`src/rtl/uart_tx_byte.sv`:
```
// uart_tx_byte
//   Serial transmit stage: takes 1-cycle byte strobes and sends each byte as an
//   8N1 UART frame (LSB first). A one-entry holding register absorbs a byte
//   that arrives while a frame is on the line; the line idles high.
//
//   Optional feature macro: UART_TX_PARITY_EN
//     defined   -> one even-parity bit is inserted after the data bits (8E1, 11 bits)
//     undefined -> plain 8N1 (10 bits), no parity logic built
//
// Ports
//   clk       in   system clock, rising edge
//   rst_n     in   asynchronous active-low reset
//   in_flag   in   1-cycle strobe, in_data valid
//   in_data   in   [7:0] byte to transmit
//   tx        out  serial line (registered), idle high
//   busy      out  high while a frame (start..stop) is on the line
//   tx_done   out  1-cycle pulse on the last clock of each stop bit
//   overflow  out  1-cycle pulse when an incoming byte is dropped
module uart_tx_byte #(
  parameter int CLK_FREQ  = 50_000_000,
  parameter int BAUD_RATE = 115_200
) (
  input  logic       clk,
  input  logic       rst_n,
  input  logic       in_flag,
  input  logic [7:0] in_data,
  output logic       tx,
  output logic       busy,
  output logic       tx_done,
  output logic       overflow
);

  localparam int BAUD_CNT_MAX = CLK_FREQ / BAUD_RATE;
  localparam int CNT_W        = (BAUD_CNT_MAX > 1) ? $clog2(BAUD_CNT_MAX) : 1;
  localparam logic [CNT_W-1:0] CNT_LAST = CNT_W'(BAUD_CNT_MAX - 1);

  typedef enum logic [2:0] {
    S_IDLE,
    S_START,
    S_DATA,
`ifdef UART_TX_PARITY_EN
    S_PARITY,
`endif
    S_STOP
  } state_t;

`ifdef UART_TX_PARITY_EN
  function automatic logic even_parity(input logic [7:0] d);
    return ^d;
  endfunction
`endif

  state_t           state_q, state_d;
  logic [CNT_W-1:0] baud_cnt_q, baud_cnt_d;
  logic [2:0]       bit_cnt_q, bit_cnt_d;
  logic [7:0]       shift_q, shift_d;
  logic [7:0]       hold_q, hold_d;
  logic             hold_vld_q, hold_vld_d;
  logic             tx_d, busy_d, done_d, ovf_d;
  logic             last_bit, frame_end;

  // Control state and registered outputs
  always_ff @(posedge clk or negedge rst_n) begin
    if (!rst_n) begin
      state_q    <= S_IDLE;
      baud_cnt_q <= '0;
      bit_cnt_q  <= '0;
      hold_vld_q <= 1'b0;
      tx         <= 1'b1;
      busy       <= 1'b0;
      tx_done    <= 1'b0;
      overflow   <= 1'b0;
    end else begin
      state_q    <= state_d;
      baud_cnt_q <= baud_cnt_d;
      bit_cnt_q  <= bit_cnt_d;
      hold_vld_q <= hold_vld_d;
      tx         <= tx_d;
      busy       <= busy_d;
      tx_done    <= done_d;
      overflow   <= ovf_d;
    end
  end

  // Data registers carry no reset; their contents only matter once the
  // matching control bit (state / hold_vld) says they are valid.
  always_ff @(posedge clk) begin
    shift_q <= shift_d;
    hold_q  <= hold_d;
  end

  always_comb begin
    state_d    = state_q;
    baud_cnt_d = baud_cnt_q;
    bit_cnt_d  = bit_cnt_q;
    shift_d    = shift_q;
    hold_d     = hold_q;
    hold_vld_d = hold_vld_q;
    ovf_d      = 1'b0;

    last_bit  = (baud_cnt_q == CNT_LAST);
    frame_end = (state_q == S_STOP) && last_bit;

    if (state_q != S_IDLE) begin
      baud_cnt_d = last_bit ? '0 : baud_cnt_q + 1'b1;
    end

    case (state_q)
      S_IDLE: begin
        if (in_flag) begin
          shift_d    = in_data;
          state_d    = S_START;
          baud_cnt_d = '0;
        end
      end
      S_START: begin
        if (last_bit) begin
          state_d   = S_DATA;
          bit_cnt_d = '0;
        end
      end
      S_DATA: begin
        if (last_bit) begin
          if (bit_cnt_q == 3'd7) begin
`ifdef UART_TX_PARITY_EN
            state_d = S_PARITY;
`else
            state_d = S_STOP;
`endif
          end else begin
            bit_cnt_d = bit_cnt_q + 3'd1;
          end
        end
      end
`ifdef UART_TX_PARITY_EN
      S_PARITY: begin
        if (last_bit) state_d = S_STOP;
      end
`endif
      S_STOP: begin
        if (last_bit) begin
          // Chain straight into the next frame if anything is waiting; a
          // strobe landing on this very cycle refills the hold just drained.
          if (hold_vld_q) begin
            shift_d = hold_q;
            state_d = S_START;
            if (in_flag) hold_d = in_data;
            else         hold_vld_d = 1'b0;
          end else if (in_flag) begin
            shift_d = in_data;
            state_d = S_START;
          end else begin
            state_d = S_IDLE;
          end
        end
      end
      default: state_d = S_IDLE;
    endcase

    // Byte arriving mid-frame: park it, or drop it if the hold is occupied.
    if (in_flag && (state_q != S_IDLE) && !frame_end) begin
      if (!hold_vld_q) begin
        hold_d     = in_data;
        hold_vld_d = 1'b1;
      end else begin
        ovf_d = 1'b1;
      end
    end

    // Outputs are decoded from the next state so they register alongside it.
    case (state_d)
      S_START:  tx_d = 1'b0;
      S_DATA:   tx_d = shift_d[bit_cnt_d];
`ifdef UART_TX_PARITY_EN
      S_PARITY: tx_d = even_parity(shift_d);
`endif
      default:  tx_d = 1'b1;
    endcase
    busy_d = (state_d != S_IDLE);
    done_d = (state_d == S_STOP) && (baud_cnt_d == CNT_LAST);
  end

endmodule

```
`config.mk`:
```
export PLATFORM = sky130hd
export DESIGN_NAME = uart_tx_byte
export DESIGN_NICKNAME = d
export VERILOG_FILES = /design/src/rtl/uart_tx_byte.sv
export SDC_FILE = /design/constraint.sdc
export NUM_CORES = 1
export LEC_CHECK = 0
export ABC_AREA = 0
export CORE_MARGIN = 2
export CORE_UTILIZATION = 40
export CTS_BUF_LIST = sky130_fd_sc_hd__clkbuf_2 sky130_fd_sc_hd__clkbuf_4 sky130_fd_sc_hd__clkbuf_8
export DETAILED_ROUTE_END_ITERATION = 10
export GPL_TIMING_DRIVEN = 0
export PLACE_DENSITY = 0.56
export SYNTH_ARGS = -nofsm -noshare
export SYNTH_HDL_FRONTEND = slang
export SYNTH_SLANG_ARGS = --single-unit
```
`constraint.sdc`:
```
create_clock -name clk -period 2.3 [get_ports clk]
set_input_delay 0.46 -clock clk [delete_from_list [all_inputs] [get_ports clk]]
set_output_delay 0.46 -clock clk [all_outputs]
set_load 0.005 [all_outputs]
```
# Yosys cells after proc, flatten, opt, wreduce, memory -nomap -nowiden
# Cells that the tools add are included.
# Widths: inputs -> output; s select.
# totals
register_bits,36
word_cells,67
# op_classes
add_sub_neg,2
magnitude_cmp,1
n_eq_ne,9
mux,37
reduce_logical,8
# op_table
operator,n
$mux 8,9
$mux 9,4
$mux 3,8
$eq 9x9->1 const B,2
$pmux 8 s2,1
$eq 3x2->1 const B,4
$pmux 3 s4,1
$mux 1,11
$add 9x1->9 const B,1
$eq 3x1->1 const B,2
$pmux 3 s2,1
$reduce_bool 3->1,2
$logic_and 1x1->1,4
$lt 3x4->1 const B,1
$add 3x1->3 const B,1
$bmux 1 s3,1
$eq 3x3->1 const B,1
$logic_not 3->1,1
$pmux 1 s2,1
$logic_not 1->1,1

# Longest topological paths before layout
# depth
ltp_word,7
mapped_depth,11
mapped_depth_nobuf,9

# Worst setup path before layout
# OpenSTA, ideal clock, no wires.
# synth_path
path_type,flip-flop to flip-flop
from,register baud_cnt_q[1]
to,register hold_q[0]
setup_time_ns,0.121
arrival_ns,1.892
required_time_ns,2.179
setup_slack_ns,0.287
stages_incl_launch_ff,12
path_cell_list,dfrtp_1 inv_1 ha_1 nand4bb_1 buf_4 nor2_2 buf_6 nand2_1 a21oi_1 o22ai_1 nand2_2 mux2_2
# synth_via
elab_chain_cells,5
word_cells_on_any_way,8
classes_between,eq/ne (1); mux (4); reduce/logical (3)
# synth_rtl
element,line_no,source
start: declaration,54,"logic [CNT_W-1:0] baud_cnt_q, baud_cnt_d;"
start signal: assignment,75,baud_cnt_q <= baud_cnt_d;
$eq 9x9->1 (*),101,last_bit = (baud_cnt_q == CNT_LAST);
$mux 8 / $logic_and 1x1->1 (equally long branches),"141, 102",
$mux 8 / $logic_not 1->1 (equally long branches),"108, 161",
$mux 8 / $logic_and 1x1->1 (equally long branches),"162, 161",
$mux 8 (*),161,if (in_flag && (state_q != S_IDLE) && !frame_end) begin
via hold_d[0],57,"logic [7:0] hold_q, hold_d;"
end signal: assignment,89,hold_q <= hold_d;
end: declaration,57,
# The timed path passes the listed nets; every way through them passes the cells marked *.

# Final worst setup path
# layout_path
from,register baud_cnt_q[1]
to,register hold_q[6]
# The elaborated chain is that of the path after synthesis.

==> results.txt <==
nets = 287
placed cells = 324
# diodes = 0
CP Max Fanout = 8
asr flop ratio synth = 0.556
ratio of final minimum period to clock period = 0.964
Netlist cell types = 67
DR pass1 iterations = 4
cell taking the most area after synthesis = dfrtp_1
Post-Synthesis Cell Area = 2220 um2
Root Buffer = clkbuf_8
clk slew on worst S/H paths = 0.08 ns
area delta synth->final = 22.6%
Gate power share = 0.234
Clock power frac = 0.311
DR vias = 1950
Slew @ Worst Pin = 0.954 ns
largest net degree at the start of global routing = 21
Detail Route Antenna Nets = 0
Layout fillers = 514
CP Class = register to register
clock latency on the worst-skew pair = 0.29 ns
total power = 1840 uW
Tightest Hold Check Type = register to register
top cell type's share of synthesized area = 0.214
Remaining Overflow, GRT = 0
Period minus WS final = 2.22 ns
Hold WS = 0.484 ns
cell area after placement = 2440 um2
Crit. End Element = register
TritonCTS clock tree = built
Int Pwr = 1310 uW
status = finished, final reports clean
Final GP Congestion = 0.868
total routed wirelength = 5.89 mm
max-cap violation count = 0
WP data arrival = 2.40 ns
share of layout cells above drive strength 1 = 0.259
Leakage = 0.00117 uW
Post-Synthesis Cells = 239
Design Area, Final = 2720 um2
vias in the first global route = 1784
die span in x = 78.5 um
GRT Overall Usage = 0.197
Yosys reg bits = 36
Initial Util = 0.408
Clock Skew = 0.00974 ns
Seq/Total Area, Yosys = 0.371
DR WL/cell = 17.0 um
pwr/cell area = 678 nW/um2
H-tree depth = 2
Fin. Hold Viols = 0
IO buf count = 13
number of vias per cell = 5.64
M3 GR Usage = 0.0345
sw power = 538 uW
chip height = 78.5 um
Num CTS Buffers = 5
syn_nets = 253
Setup Viol. Count Final = 0
clock sink count = 36
Peak Freq = 0.451 GHz
Startpoint Class = register
utilization after layout = 0.500
clk buf depth = 2
fin. max-slew vios = 0
core area = 5440 um2
Sequential Power Share = 0.455
Rows = 27
GR met2 Demand/Resource = 0.296
VDD IR max = 0.000343 V
sw frac = 0.292
Post-synth EDFFs = 0
io pins = 15
Slew headroom = 0.362
grt peak-use layer = met2
Synth area leaders = dfrtp_1, dfxtp_1, mux2_2
Primary FF master, synth = dfrtp_1
Finished Layout Cells = 346
First DRT Iteration DRCs = 166
synth warn = 0
global-route wire length before repair = 9.29 mm
M1 GR Usage = 0.281
Detail Placement HPWL = 3.87 mm
initial antenna violation count = 0
full die area = 6160 um2
Syn Area/Cell = 9.28 um2
drt drc = 0
CP required = 2.49 ns
placed cells by master, fill, tap and decap left out, drive strengths merged, types with 4 or more instances in the layout:
cell type / Yosys / routed
inv: 9 / 9
clkbuf: 2 / 8
o21ai: 7 / 7
nand2: 16 / 16
nor2b: 5 / 5
nand3: 9 / 9
nand3b: 4 / 4
a41oi: 5 / 5
dfrtp: 19 / 19
a22oi: 6 / 6
nor3: 7 / 7
o211ai: 4 / 4
a21oi: 15 / 15
buf: 12 / 26
nor2: 25 / 25
xor2: 6 / 6
clkdlybuf4s50: 0 / 13
mux2: 9 / 9
dfxtp: 16 / 16
o31ai: 9 / 9
cell usage after synthesis, drive strengths merged (3+ instances only):
cell type / instances
a22oi: 6
nand3: 9
o31ai: 9
xor2: 6
inv: 9
nand2: 16
nor2: 25
o211ai: 4
buf: 12
a21oi: 15
o22ai: 3
nand3b: 4
or3: 3
nor2b: 5
ha: 3
mux2: 9
o32ai: 3
dfxtp: 16
nand2b: 3
a41oi: 5
o21ai: 7
or2: 3
dfrtp: 19
nor3: 7
through the flow:
step / setup WS [ns] / setup TNS [ns]
floorplan: 0.287 / 0
global placement: -0.0634 / -0.541
detailed placement: -0.0688 / -0.594
CTS: 0.0215 / 0
global route: -0.00956 / -0.0255
finish: 0.0828 / 0
state kept, by name, indices dropped and copies added (netlist names):
signal,cells
busy,1
baud_cnt_q,9
tx,1
overflow,1
hold_vld_q,1
tx_done,1
bit_cnt_q,3
shift_q,8
hold_q,8
state_q,3
metal layers:
layer / up-vias / routed length [um]
met1: 927 / 2680
met5: - / 0
li1: 951 / -
met4: 0 / 155
met2: 56 / 2710
met3: 16 / 341
path summary, 6_finish.rpt:
kind	depth (start not counted)	from	end	slack [ns]
max	12	baud_cnt_q[1]$_DFF_PN0_	hold_q[6]$_DFF_P_	0.08
min	1	hold_q[0]$_DFF_P_	hold_q[0]$_DFF_P_	0.48
max reg2reg	12	baud_cnt_q[1]$_DFF_PN0_	hold_q[6]$_DFF_P_	0.08
min reg2reg	1	hold_q[0]$_DFF_P_	hold_q[0]$_DFF_P_	0.48
max in group asynchronous	1	rst_n	baud_cnt_q[0]$_DFF_PN0_	0.95
min in group asynchronous	1	rst_n	bit_cnt_q[2]$_DFF_PN0_	0.69
repair_timing:
action	CTS	global route
setup endpoints to repair	8	10
pin swaps	1	7
cloned	0	1
buffers inserted	3	10
hold buffers	0	0
resized for setup	3	14
power groups by stage:
stage	Clock (uW)	Combinational, uW	Sequential, uW
detailed placement	0	374	843
global placement	0	363	843
finish	575	431	839
global route	617	477	858
CTS	587	396	832
floorplan	0	282	822
kinds of logic (layout without fill, tap and decap cells):
family | Yosys count | after routing | synth area share
compound gates | 68 | 68 | 0.230
xor+xnor | 8 | 8 | 0.0316
fa+ha+maj | 3 | 3 | 0.0169
buf+inv | 23 | 58 | 0.0643
flops | 36 | 36 | 0.371
mux | 10 | 10 | 0.0502
other cells | 1 | 1 | 0.00169
simple gates | 90 | 90 | 0.235
layout make-up:
class / instances / area [um2] / area share
sequential: 36 / 823 / 0.303
timing repair buffer: 27 / 245 / 0.0902
tap: 72 / 90.1 / 0.0331
clock buffer: 6 / 76.3 / 0.0281
buffer: 14 / 114 / 0.0419
multi-input combinational: 180 / 1300 / 0.479
clock inverter: 2 / 35.0 / 0.0129
inverter: 9 / 33.8 / 0.0124
worst max-delay path: stages (launching register included):
cell and delay (ns):
dfrtp_1 0.40, inv_2 0.07, ha_2 0.18, nand4bb_1 0.16, buf_6 0.18, nor2_4 0.09, buf_6 0.12, nand2_1 0.09
a21oi_1 0.14, o22ai_1 0.10, nand2_2 0.10, buf_12 0.14, mux2_2 0.33
(Power assumes the default switching activity.)
